File: src/rtl/serial_subtractor_4bit.sv
// -----------------------------------------------------------------------------
// serial_subtractor_4bit
//   Bit-serial subtractor: diff = (a - b - b_in) mod 2^WIDTH, processed LSB
//   first, one bit per clock, with valid/ready handshakes on both sides.
//   Companion to the combinational ripple adder; trades latency for area.
//
//   Optional feature macro: SUB_OVERFLOW_EN adds the signed-overflow output
//   ovf. Without it, the port and its logic are absent.
//
// Ports
//   clk        in   1      clock, rising edge
//   rst_n      in   1      synchronous active-low reset
//   in_valid   in   1      operands valid
//   in_ready   out  1      block idle, can accept operands
//   a          in   WIDTH  minuend (unsigned)
//   b          in   WIDTH  subtrahend (unsigned)
//   b_in       in   1      borrow in
//   out_valid  out  1      result valid, held until out_ready
//   out_ready  in   1      consumer accepts result
//   diff       out  WIDTH  (a - b - b_in) mod 2^WIDTH
//   b_out      out  1      borrow out, 1 iff a < b + b_in
//   ovf        out  1      signed overflow (SUB_OVERFLOW_EN only)
// -----------------------------------------------------------------------------
module serial_subtractor_4bit #(
    parameter int WIDTH = 4
) (
    input  logic             clk,
    input  logic             rst_n,
    input  logic             in_valid,
    output logic             in_ready,
    input  logic [WIDTH-1:0] a,
    input  logic [WIDTH-1:0] b,
    input  logic             b_in,
    output logic             out_valid,
    input  logic             out_ready,
    output logic [WIDTH-1:0] diff,
    output logic             b_out
`ifdef SUB_OVERFLOW_EN
    ,
    output logic             ovf
`endif
);

    localparam int CW = $clog2(WIDTH + 1);

    typedef enum logic [1:0] {
        S_IDLE  = 2'd0,
        S_SHIFT = 2'd1,
        S_DONE  = 2'd2
    } state_t;

    state_t           state_r;
    logic [WIDTH-1:0] a_sr_r;
    logic [WIDTH-1:0] b_sr_r;
    logic             borrow_r;
    logic [CW-1:0]    cnt_r;
`ifdef SUB_OVERFLOW_EN
    logic             a_msb_r;
    logic             b_msb_r;
`endif

    logic             d_bit_s;
    logic             br_next_s;

    // One full-subtractor cell operating on the current LSBs of the shift regs
    assign d_bit_s   = a_sr_r[0] ^ b_sr_r[0] ^ borrow_r;
    assign br_next_s = (~a_sr_r[0] & b_sr_r[0]) | (~(a_sr_r[0] ^ b_sr_r[0]) & borrow_r);

    // Control FSM, datapath shift registers and registered outputs
    always_ff @(posedge clk) begin
        if (!rst_n) begin
            state_r   <= S_IDLE;
            in_ready  <= 1'b1;
            out_valid <= 1'b0;
            diff      <= {WIDTH{1'b0}};
            b_out     <= 1'b0;
            a_sr_r    <= {WIDTH{1'b0}};
            b_sr_r    <= {WIDTH{1'b0}};
            borrow_r  <= 1'b0;
            cnt_r     <= {CW{1'b0}};
`ifdef SUB_OVERFLOW_EN
            ovf       <= 1'b0;
            a_msb_r   <= 1'b0;
            b_msb_r   <= 1'b0;
`endif
        end else begin
            case (state_r)
                S_IDLE: begin
                    if (in_valid) begin
                        a_sr_r   <= a;
                        b_sr_r   <= b;
                        borrow_r <= b_in;
                        cnt_r    <= {CW{1'b0}};
`ifdef SUB_OVERFLOW_EN
                        a_msb_r  <= a[WIDTH-1];
                        b_msb_r  <= b[WIDTH-1];
`endif
                        in_ready <= 1'b0;
                        state_r  <= S_SHIFT;
                    end else begin
                        state_r  <= S_IDLE;
                    end
                end

                S_SHIFT: begin
                    // WIDTH bit cycles, then one commit cycle that publishes
                    // the final borrow (and overflow) alongside out_valid.
                    if (cnt_r == CW'(WIDTH)) begin
                        b_out     <= borrow_r;
`ifdef SUB_OVERFLOW_EN
                        ovf       <= (a_msb_r ^ b_msb_r) & (diff[WIDTH-1] ^ a_msb_r);
`endif
                        out_valid <= 1'b1;
                        state_r   <= S_DONE;
                    end else begin
                        // Result bits enter from the MSB side so that after
                        // WIDTH shifts bit 0 sits at diff[0].
                        diff     <= {d_bit_s, diff[WIDTH-1:1]};
                        a_sr_r   <= {1'b0, a_sr_r[WIDTH-1:1]};
                        b_sr_r   <= {1'b0, b_sr_r[WIDTH-1:1]};
                        borrow_r <= br_next_s;
                        cnt_r    <= cnt_r + CW'(1);
                    end
                end

                S_DONE: begin
                    if (out_ready) begin
                        out_valid <= 1'b0;
                        in_ready  <= 1'b1;
                        state_r   <= S_IDLE;
                    end else begin
                        state_r   <= S_DONE;
                    end
                end

                default: begin
                    out_valid <= 1'b0;
                    in_ready  <= 1'b1;
                    state_r   <= S_IDLE;
                end
            endcase
        end
    end

endmodule

File: config.mk
export PLATFORM = sky130hd
export DESIGN_NAME = serial_subtractor_4bit
export DESIGN_NICKNAME = d
export VERILOG_FILES = /design/src/rtl/serial_subtractor_4bit.sv
export SDC_FILE = /design/constraint.sdc
export NUM_CORES = 1
export LEC_CHECK = 0
export CAP_MARGIN = 20
export CORE_ASPECT_RATIO = 1.4
export CORE_MARGIN = 2
export CORE_UTILIZATION = 35
export DETAILED_ROUTE_END_ITERATION = 16
export PLACE_DENSITY = 0.66
export SLEW_MARGIN = 20
export SYNTH_ARGS = -nofsm -noshare
export SYNTH_HDL_FRONTEND = slang
export SYNTH_SLANG_ARGS = --single-unit
File: constraint.sdc
create_clock -name clk -period 4.2 [get_ports clk]
set_input_delay 0.63 -clock clk [delete_from_list [all_inputs] [get_ports clk]]
set_output_delay 0.63 -clock clk [all_outputs]
set_load 0.01 [all_outputs]
==> metrics.md, run 1 <==
| Metric | Value |
|---|---|
| Hold buffer count at cts | 0 |
| Row cnt | 23 |
| FFs w/ async S/R, synth | 0 |
| R2R cell count | 3 |
| Slew margin rel. | 0.598 |
| DR vias | 877 |
| Chip width | 49.6 um |
| Max incr delay on CP | ~0.55 ns |
| Worst path depth | 1 |
| Mean Syn Cell Area | ~8.6 um2 |
| Clock Power Share | 0.323 |
| Yosys warns | 0 |
| Combinational Power Share | 0.146 |
| Pleak | approximately 0.00043 uW |
| Library cells used by synthesis | 31 |
| Crit Path Class | flop to output port |
| Max Clock Freq | around 0.55 GHz |
| Setup Viol. Count Final | 0 |
| Routability congestion estimate | 0.768 |
| Status | finished clean |
| Min-Delay Path Depth | 2 |
| 1st-iter DRT viols | 16 |
| Hold_ws | 0.473 ns |
| Top-Level Pins | 20 |
| CTS max path bufs | 2 |
| CP cell instances | clkdlybuf4s50_1 |
| Fin crit period | 1.80 ns |
| Yosys top cell area share | 0.413 |
| Final Hold Viols | 0 |
| Initial Util | 0.361 |
| Share of layout cells above drive strength 1 | 0.0752 |
| Max-slew violation count | 0 |
| Hpwl dp | 1590 um |
| Latest clock arrival within the worst-skew pair | 0.26 ns |
| TritonCTS clock tree | done |
| PortBufs | 19 |
| CP required | about 3.6 ns |
| Number of flops mapped to enable cells by yosys | 0 |
| WL/cell | approximately 13 um |
| Area leader, netlist | dfxtp_1 |
| Worst-Margin Slew | about 0.6 ns |
| Top post-synthesis cells by area | dfxtp_1, a21oi_1, nand2_1 |
| Core area | around 2800 um2 |
| Switch Pwr | about 110 uW |
| Main synth FF type | dfxtp_1 |
| Final Cell Area | ~1200 um2 |
| Fill count | approximately 310 |
| Postcts setup bufs | 0 |
| Placed instance area | around 1200 um2 |
| Routed Antenna Nets | 0 |
| Die area | between 3000 and 4000 um2 |
| First drt pass iteration count | 4 |
| Maxcap violations | 0 |
| RSZ-0062 raised after global routing | no |
| FF/Latch Area | about 420 um2 |
| TritonCTS Buffers | 3 |
| Largest net degree at the start of global routing | 19 |
| Global router's overall resource usage | 0.143 |
| # resized after CTS | 0 |
| Maximum net fanout on the critical path | 3 |
| Total routed wirelength | between 2000 and 2500 um |
| Post-synthesis sequential area ratio | 0.413 |
| HP Class | flop to flop |
| Worst-path cell with the longest stage delay | clkdlybuf4s50_1 |
| Syn-to-layout area delta | 22.1% |
| Crit start category | flop |
| Most frequent cell after synthesis | dfxtp_1 |
| Seq pwr share | 0.531 |
| Initial antenna violation count | 0 |
| Via density per instance | around 5.2 |
| Clk sinks | 21 |
| H-tree depth | 1 |
| Antenna Cells | 0 |
| Synth Net Count | around 130 |
| Clk slew on worst S/H paths | roughly 0.070 ns |
| Setup TNS Final | 0 ns |
| Area of the multi-input gates | 518 um2 |
| Chip Height | about 68 um |
| Peak supply drop | around 200 uV |
| First-pass GRT wire length | approximately 3700 um |
| Power density over the cells | between 300 and 400 nW/um2 |
| Total congestion overflow | 0 |
| Vias in the first global route | 883 |
| Remaining DRCs | 0 |
| Synth cell count leaders | dfxtp_1, a21oi_1, nand2_1, o21ai_1 |
| Cell-internal power | between 300 and 400 uW |
| Crit path buf inv count | 1 |
| Final Skew | 0.00391 ns |
| Post-Syn Area | about 1000 um2 |
| Cells after Synth | roughly 120 |
| FF+latch count, synth | 21 |
| Net Sw Frac | 0.256 |
| CP Capture Type | output port |
| Nets | 150 |
| CTS Root Cell | clkbuf_8 |
| R2R Setup Slk | between 2 and 3 ns |
| CP arrival | around 1.2 ns |
| Cell family contributing the most delay on the critical path | buffers and inverters |
| Post-route total power | ~400 uW |
| Final Cycle Share | 0.429 |
## power groups by stage
| stage | Combinational (uW) | Sequential [uW] | Clock, uW |
|---|---|---|---|
| after floorplan | 40.7 | 221 | 0 |
| after global placement | 58.8 | 222 | 0 |
| after detailed placement | 60.4 | 223 | 0 |
| after CTS | 60.9 | 218 | 136 |
| after global routing | 66.0 | 220 | 146 |
| final | 60.2 | 218 | 133 |
## worst paths after layout
path,from,end
max,in_ready,in_ready
min,out_valid,out_valid
max reg2reg,state_r[1],b_sr_r[1]
min reg2reg,out_valid,out_valid
## metrics by stage
| stage | cells | utilization | setup slack (ns) |
|---|---|---|---|
| after floorplan | 118 | - | 2.86 |
| after global placement | 166 | 0.425 | 2.26 |
| after detailed placement | 166 | 0.425 | 2.20 |
| after CTS | 170 | 0.441 | 2.39 |
| after global routing | 170 | 0.441 | 2.35 |
| final | 170 | 0.441 | 2.40 |
## cell families (layout without fill, tap and decap cells)
group	count (synthesis)	after routing	share of synthesized area
AO/OA/AOI/OAI	42	42	0.270
AND/OR/NAND/NOR	38	38	0.194
flip-flops	21	21	0.413
buffers and inverters	14	29	0.0786
adder cells (fa/ha/maj)	3	3	0.0442
## cells in the final DEF, fill, tap and decap left out
cell             Yosys  final
dfxtp_1             21     21
a21oi_1             19     19
clkdlybuf4s50_1      0     19
nand2_1             17     17
o21ai_1             10     10
inv_1                6      6
nand3_1              6      6
a311oi_1             5      5
nand2b_1             3      3
clkbuf_8             0      3
a311oi_2             2      2
nor3_1               2      2
nor2_1               2      2
ha_1                 2      2
and3_1               1      1
o21bai_4             1      1
nor2_4               1      1
nor2b_4              1      1
nand3_2              1      1
o21ba_1              1      1
nand4_1              1      1
and2_1               1      1
o21ai_0              1      1
o21bai_1             1      1
a22oi_1              1      1
o31ai_1              1      1
or3_1                1      1
nor3b_1              1      1
fa_1                 1      1
clkinv_2             0      1
## registers in the layout, summed over array words and instances (netlist names)
signal and count:
diff 4, state_r 2, borrow_r 1, cnt_r 3, b_sr_r 4, a_sr_r 4
b_out 1, out_valid 1, in_ready 1
## final cells by class
class | instances | share of cell area
inverters | 6 | 0.0181
multi-input cells | 83 | 0.417
flip-flops and latches | 21 | 0.338
clock inverters | 1 | 0.00402
well taps | 37 | 0.0372
clock buffers | 3 | 0.0332
repair buffers | 19 | 0.153
## layer usage
| layer | GRT usage | wire (um) |
|---|---|---|
| met5 | 0 | 0 |
| met4 | 0.122 | 72 |
| met3 | 0.0131 | 48 |
| met2 | 0.267 | 1130 |
| met1 | 0.144 | 922 |
Note: power is estimated with default switching activity, not from simulation.
==> run 2, diff against run 1 <==
clock period = 1.85 ns   (was 4.2 ns; I/O delays follow)
==> metrics.md, run 2 (synthesis results as in run 1) <==
| Metric | Value |
|---|---|
| Status | finished clean (unchanged) |
| GR Layer Usage met1 | 0.149 (was 0.144) |
| Total routed wirelength | 2110 um (was 2170 um) |
| Chip Height | 67.8 um (unchanged) |
| Syn-to-layout area delta | 22.7% (was 22.1%) |
| Net Sw Frac | 0.244 (was 0.256) |
| RSZ-0062 raised after global routing | no (unchanged) |
| First drt pass iteration count | 4 (unchanged) |
| Maxcap violations | 0 (unchanged) |
| Vias in the first global route | 858 (was 883) |
| Postcts setup bufs | 0 (unchanged) |
| Final Cycle Share | 0.791 |
| Largest regs | a_sr_r x4, b_sr_r x4, diff x4 (unchanged) |
| Top-Level Pins | 20 (unchanged) |
| CTS max path bufs | 2 (unchanged) |
| Core area | 2820 um2 (unchanged) |
| Seq pwr share | 0.538 (was 0.531) |
| Row cnt | 23 (unchanged) |
| Clock Power Share | 0.317 (was 0.323) |
| GR Util met2 | 0.248 (was 0.267) |
| CP Capture Type | flop (was output port) |
| CP cell instances | inv_1 > ha_1 > and3_1 > nor2_4 > a311oi_2 (was clkdlybuf4s50_1) |
| Antenna Cells | 0 (unchanged) |
| Post-route total power | 922 uW (was 411 uW) |
| Cell family contributing the most delay on the critical path | simple AND/OR/NAND/NOR gates (was buffers and inverters) |
| Final Skew | 0.00165 ns (was 0.00391 ns) |
| Fin util | 0.443 (was 0.441) |
| CTS Root Cell | clkbuf_8 (unchanged) |
| H-tree depth | 1 (unchanged) |
| Share of layout cells above drive strength 1 | 0.0746 (was 0.0752) |
| Via density per instance | 5.22 (was 5.16) |
| Pleak | 0.000434 uW (was 0.000431 uW) |
| Setup Viol. Count Final | 0 (unchanged) |
| Fin crit period | roughly 1.5 ns |
| Chip width | 49.6 um (unchanged) |
| First-pass GRT wire length | 3570 um (was 3660 um) |
| Hold buffer count at cts | 0 (unchanged) |
| Max incr delay on CP | 0.36 ns (was 0.55 ns) |
| RR Startpoint | cnt_r[0] (was state_r[1]) |
| Nets | 151 (was 150) |
| Busiest grt layer | met2 (unchanged) |
| Routed Antenna Nets | 0 (unchanged) |
| Clk sinks | 21 (unchanged) |
| Initial antenna violation count | 0 (unchanged) |
| Latest clock arrival within the worst-skew pair | 0.25 ns (was 0.26 ns) |
| Hpwl dp | 1530 um (was 1590 um) |
| Worst-Margin Slew | 0.603 ns (about the same) |
| Power density over the cells | 738 nW/um2 (was 331 nW/um2) |
| Die area | 3360 um2 (unchanged) |
| Clk slew on worst S/H paths | 0.07 ns (about the same) |
| Combinational Power Share | 0.145 (was 0.146) |
| CP arrival | 1.58 ns (was 1.17 ns) |
| Setup TNS Final | 0 ns (unchanged) |
| Crit Path Class | flop to flop (was flop to output port) |
| Switch Pwr | 225 uW (was 105 uW) |
| Most common cell after layout, fill and taps aside | dfxtp_1 (unchanged) |
| TritonCTS Buffers | 3 (unchanged) |
| Total congestion overflow | 0 (unchanged) |
| Remaining DRCs | 0 (unchanged) |
| HP Class | flop to flop (unchanged) |
| Routability congestion estimate | 0.762 (was 0.768) |
| Fill count | 308 (was 313) |
| TritonCTS clock tree | done (unchanged) |
| Worst Hold Launch | out_valid (unchanged) |
| PortBufs | 19 (unchanged) |
| # resized after CTS | 0 (unchanged) |
| Crit start category | flop (unchanged) |
| Largest net degree at the start of global routing | 19 (unchanged) |
| Worst-path cell with the longest stage delay | dfxtp_1 (was clkdlybuf4s50_1) |
| Max-slew violation count | 0 (unchanged) |
| Grt met3 use | 0.0131 (unchanged) |
| Crit path buf inv count | 1 (unchanged) |
| Initial Util | 0.361 (unchanged) |
| WL/cell | 12.3 um (was 12.8 um) |
| Global router's overall resource usage | 0.137 (was 0.143) |
| Most frequent cells in the layout | dfxtp_1, a21oi_1, clkdlybuf4s50_1, nand2_1, o21ai_1 (unchanged) |
| Peak supply drop | 341 uV (was 205 uV) |
| Maximum net fanout on the critical path | 7 (was 3) |
| DR vias | 892 (was 877) |
| Slew margin rel. | 0.598 (about the same) |
| Max Clock Freq | ~0.68 GHz |
| Final Hold Viols | 0 (unchanged) |
| 1st-iter DRT viols | 19 (was 16) |
| CP required | 1.97 ns (was 3.57 ns) |
| Crit path from | cnt_r[0] (was in_ready) |
| Cell-internal power | 697 uW (was 306 uW) |
run 2: worst register-to-register path, stage by stage, from the launching register on:
cell and delay (ns):
dfxtp_1 0.36, inv_1 0.07, ha_1 0.23, and3_1 0.30, nor2_4 0.24, a311oi_2 0.13
run 2: power by group through the flow:
stage               Sequential, uW  Clock [uW]  Combinational [uW]
finish                         496         292                 134
global route                   499         327                 148
CTS                            496         300                 136
detailed placement             506           0                 136
global placement               505           0                 133
floorplan                      501           0                92.4
run 2: final timing paths:
check,to,slack [ns],cells after the start
min,out_valid,0.48,2
max reg2reg,a_sr_r[1],0.39,5
max,a_sr_r[1],0.39,5
min reg2reg,out_valid,0.48,2
run 2: metrics by stage:
step	setup slack, ns	area, um2	cells	hold WS, ns
6_report	0.386	1250	171	0.476
5_1_grt	0.303	1250	171	0.508
4_1_cts	0.378	1250	171	0.481
3_5_place_dp	0.201	1200	167	0.472
3_3_place_gp	0.260	1200	167	0.459
2_1_floorplan	0.507	1020	118	0.357
run 2: per-layer routing:
layer | share of wire | wire length, um | vias up
li1 | - | - | 449
met1 | 0.45 | 950 | 424
met2 | 0.51 | 1070 | 15
met3 | 0.018 | 37 | 4
met4 | 0.021 | 44 | 0
met5 | 0 | 0 | -
run 2: area by class of cell:
cell class	instances	area (um2)	area share
Timing Repair Buffer	20	198	0.158
Inverter	6	22.5	0.0180
Multi-Input combinational cell	83	518	0.414
Sequential cell	21	420	0.336
Tap cell	37	46.3	0.0370
Clock buffer	4	45.0	0.0360
==> run 3, diff against run 2 <==
clock period = 1.4 ns   (was 1.85 ns; I/O delays follow)
==> metrics.md, run 3 (synthesis results as in run 1) <==
| Metric | Value |
|---|---|
| Cell-internal power | 955 uW (was 697 uW) |
| Clk slew on worst S/H paths | 0.09 ns (was 0.07 ns) |
| Largest net degree at the start of global routing | 19 (unchanged) |
| Setup Viol. Count Final | 0 (unchanged) |
| Fill count | 296 (was 308) |
| Seq pwr share | 0.508 (was 0.538) |
| Die area | 3360 um2 (unchanged) |
| Most common cell after layout, fill and taps aside | dfxtp_1 (unchanged) |
| Fin crit period | 1.34 ns |
| Final Skew | 0.0108 ns (was 0.00165 ns) |
| Crit path from | diff[3] (was cnt_r[0]) |
| Largest regs | a_sr_r x4, b_sr_r x4, diff x4 (unchanged) |
| Worst Hold Launch | out_valid (unchanged) |
| WL/cell | 12.3 um (about the same) |
| CP arrival | 1.13 ns (was 1.58 ns) |
| Switch Pwr | 331 uW (was 225 uW) |
| Syn-to-layout area delta | 36.6% (was 22.7%) |
| Vias in the first global route | 831 (was 858) |
| Power density over the cells | 924 nW/um2 (was 738 nW/um2) |
| Routed Antenna Nets | 0 (unchanged) |
| Worst-Margin Slew | 0.331 ns (was 0.603 ns) |
| Via density per instance | 4.97 (was 5.22) |
| Hpwl dp | 1600 um (was 1530 um) |
| Crit path buf inv count | 1 (unchanged) |
| First-pass GRT wire length | 3550 um (was 3570 um) |
| Chip Height | 67.8 um (unchanged) |
| Max incr delay on CP | 0.54 ns (was 0.36 ns) |
| Initial antenna violation count | 0 (unchanged) |
| First drt pass iteration count | 4 (unchanged) |
| Most frequent cells in the layout | dfxtp_1, a21oi_1, nand2_1, clkdlybuf4s50_1, o21ai_1 (was dfxtp_1, a21oi_1, clkdlybuf4s50_1, nand2_1, o21ai_1) |
| Global router's overall resource usage | 0.136 (was 0.137) |
| Crit Path Class | flop to output port (was flop to flop) |
| Total routed wirelength | 2220 um (was 2110 um) |
| Routability congestion estimate | 0.758 (was 0.762) |
| Worst-path cell with the longest stage delay | clkdlybuf4s50_1 (was dfxtp_1) |
| HP Class | flop to flop (unchanged) |
| Final Hold Viols | 0 (unchanged) |
| PortBufs | 19 (unchanged) |
| Row cnt | 23 (unchanged) |
| CP cell instances | clkdlybuf4s50_1 (was inv_1 > ha_1 > and3_1 > nor2_4 > a311oi_2) |
| Initial Util | 0.361 (unchanged) |
| Hold_ws | 0.476 ns (about the same) |
| FF/Latch Area | 420 um2 (unchanged) |
| Share of layout cells above drive strength 1 | 0.160 (was 0.0746) |
| Total congestion overflow | 0 (unchanged) |
| Max Clock Freq | roughly 0.74 GHz |
| Setup TNS Final | 0 ns (unchanged) |
| Status | finished clean (unchanged) |
| Combinational Power Share | 0.177 (was 0.145) |
| TritonCTS Buffers | 3 (unchanged) |
| Cell family contributing the most delay on the critical path | buffers and inverters (was simple AND/OR/NAND/NOR gates) |
| Maxcap violations | 0 (unchanged) |
| DR vias | 899 (was 892) |
| Core area | 2820 um2 (unchanged) |
| CTS Root Cell | clkbuf_8 (unchanged) |
| Chip width | 49.6 um (unchanged) |
| Top-Level Pins | 20 (unchanged) |
| Maximum net fanout on the critical path | 3 (was 7) |
| TritonCTS clock tree | done (unchanged) |
| Crit start category | flop (unchanged) |
| Latest clock arrival within the worst-skew pair | 0.26 ns (was 0.25 ns) |
| Net Sw Frac | 0.257 (was 0.244) |
| Pre-CTS WS | -0.154 ns (was 0.201 ns) |
| Nets | 161 (was 151) |
| CTS max path bufs | 2 (unchanged) |
| Max-slew violation count | 0 (unchanged) |
| CP required | 1.19 ns (was 1.97 ns) |
| RR Startpoint | state_r[0] (was cnt_r[0]) |
| Clock Power Share | 0.315 (was 0.317) |
| Remaining DRCs | 0 (unchanged) |
| Area of the multi-input gates | 536 um2 (was 518 um2) |
| 1st-iter DRT viols | 11 (was 19) |
| Clk sinks | 21 (unchanged) |
| Fin util | 0.493 (was 0.443) |
| H-tree depth | 1 (unchanged) |
| Slew margin rel. | 0.779 (was 0.598) |
| Peak supply drop | 571 uV (was 341 uV) |
| Antenna Cells | 0 (unchanged) |
| Pleak | 0.000556 uW (was 0.000434 uW) |
| CP Capture Type | output port (was flop) |
| Worst setup margin | 0.0550 ns (was 0.386 ns) |
| Final Cycle Share | 0.961 |
==> run 3: changes by cell type in the layout (fill, tap and decap cells not counted), sizes merged <==
cell / delta
buf: +10
clkdlybuf4s50: -4
clkbuf: -1
clkinv: +1
dlymetal6s2s: +4
==> run 3: final timing paths <==
| kind | to | slack, ns | cells past startpoint |
|---|---|---|---|
| setup / recovery | diff[3] | 0.06 | 1 |
| hold / removal | out_valid | 0.48 | 2 |
| setup reg to reg | a_sr_r[1] | 0.06 | 3 |
| hold reg to reg | out_valid | 0.48 | 2 |
==> run 3: routing by layer <==
metal	up-vias	track usage	share of wire
met4	0	0.0729	0.013
met5	-	0	0
met2	11	0.257	0.53
met1	416	0.154	0.44
li1	470	-	-
met3	2	0.00655	0.016
==> run 3: final cells by class <==
| cell class | count | share of cell area |
|---|---|---|
| timing repair buffer | 30 | 0.230 |
| multi-input combinational | 83 | 0.385 |
| sequential | 21 | 0.302 |
| tap | 37 | 0.0333 |
| clock inverter | 1 | 0.00360 |
| clock buffer | 3 | 0.0297 |
| inverter | 6 | 0.0162 |
==> run 3: metrics by stage <==
| step | instances | area (um2) | total power (uW) |
|---|---|---|---|
| after global routing | 181 | 1390 | 1340 |
| final | 181 | 1390 | 1290 |
| after global placement | 176 | 1300 | 879 |
| after CTS | 180 | 1340 | 1270 |
| after detailed placement | 176 | 1300 | 884 |
| after floorplan | 118 | 1020 | 784 |
==> run 3: timing repair <==
item	CTS	global route
setup buffers	0	1
hold buffers	0	0
gates resized for setup	0	8
setup endpoints to repair	0	12
==> run 3: power groups by stage <==
stage	registers (uW)	logic (uW)	clock network (uW)
after global placement	664	215	0
after detailed placement	666	218	0
after CTS	652	219	404
after global routing	657	250	435
after floorplan	662	122	0
final	653	228	405
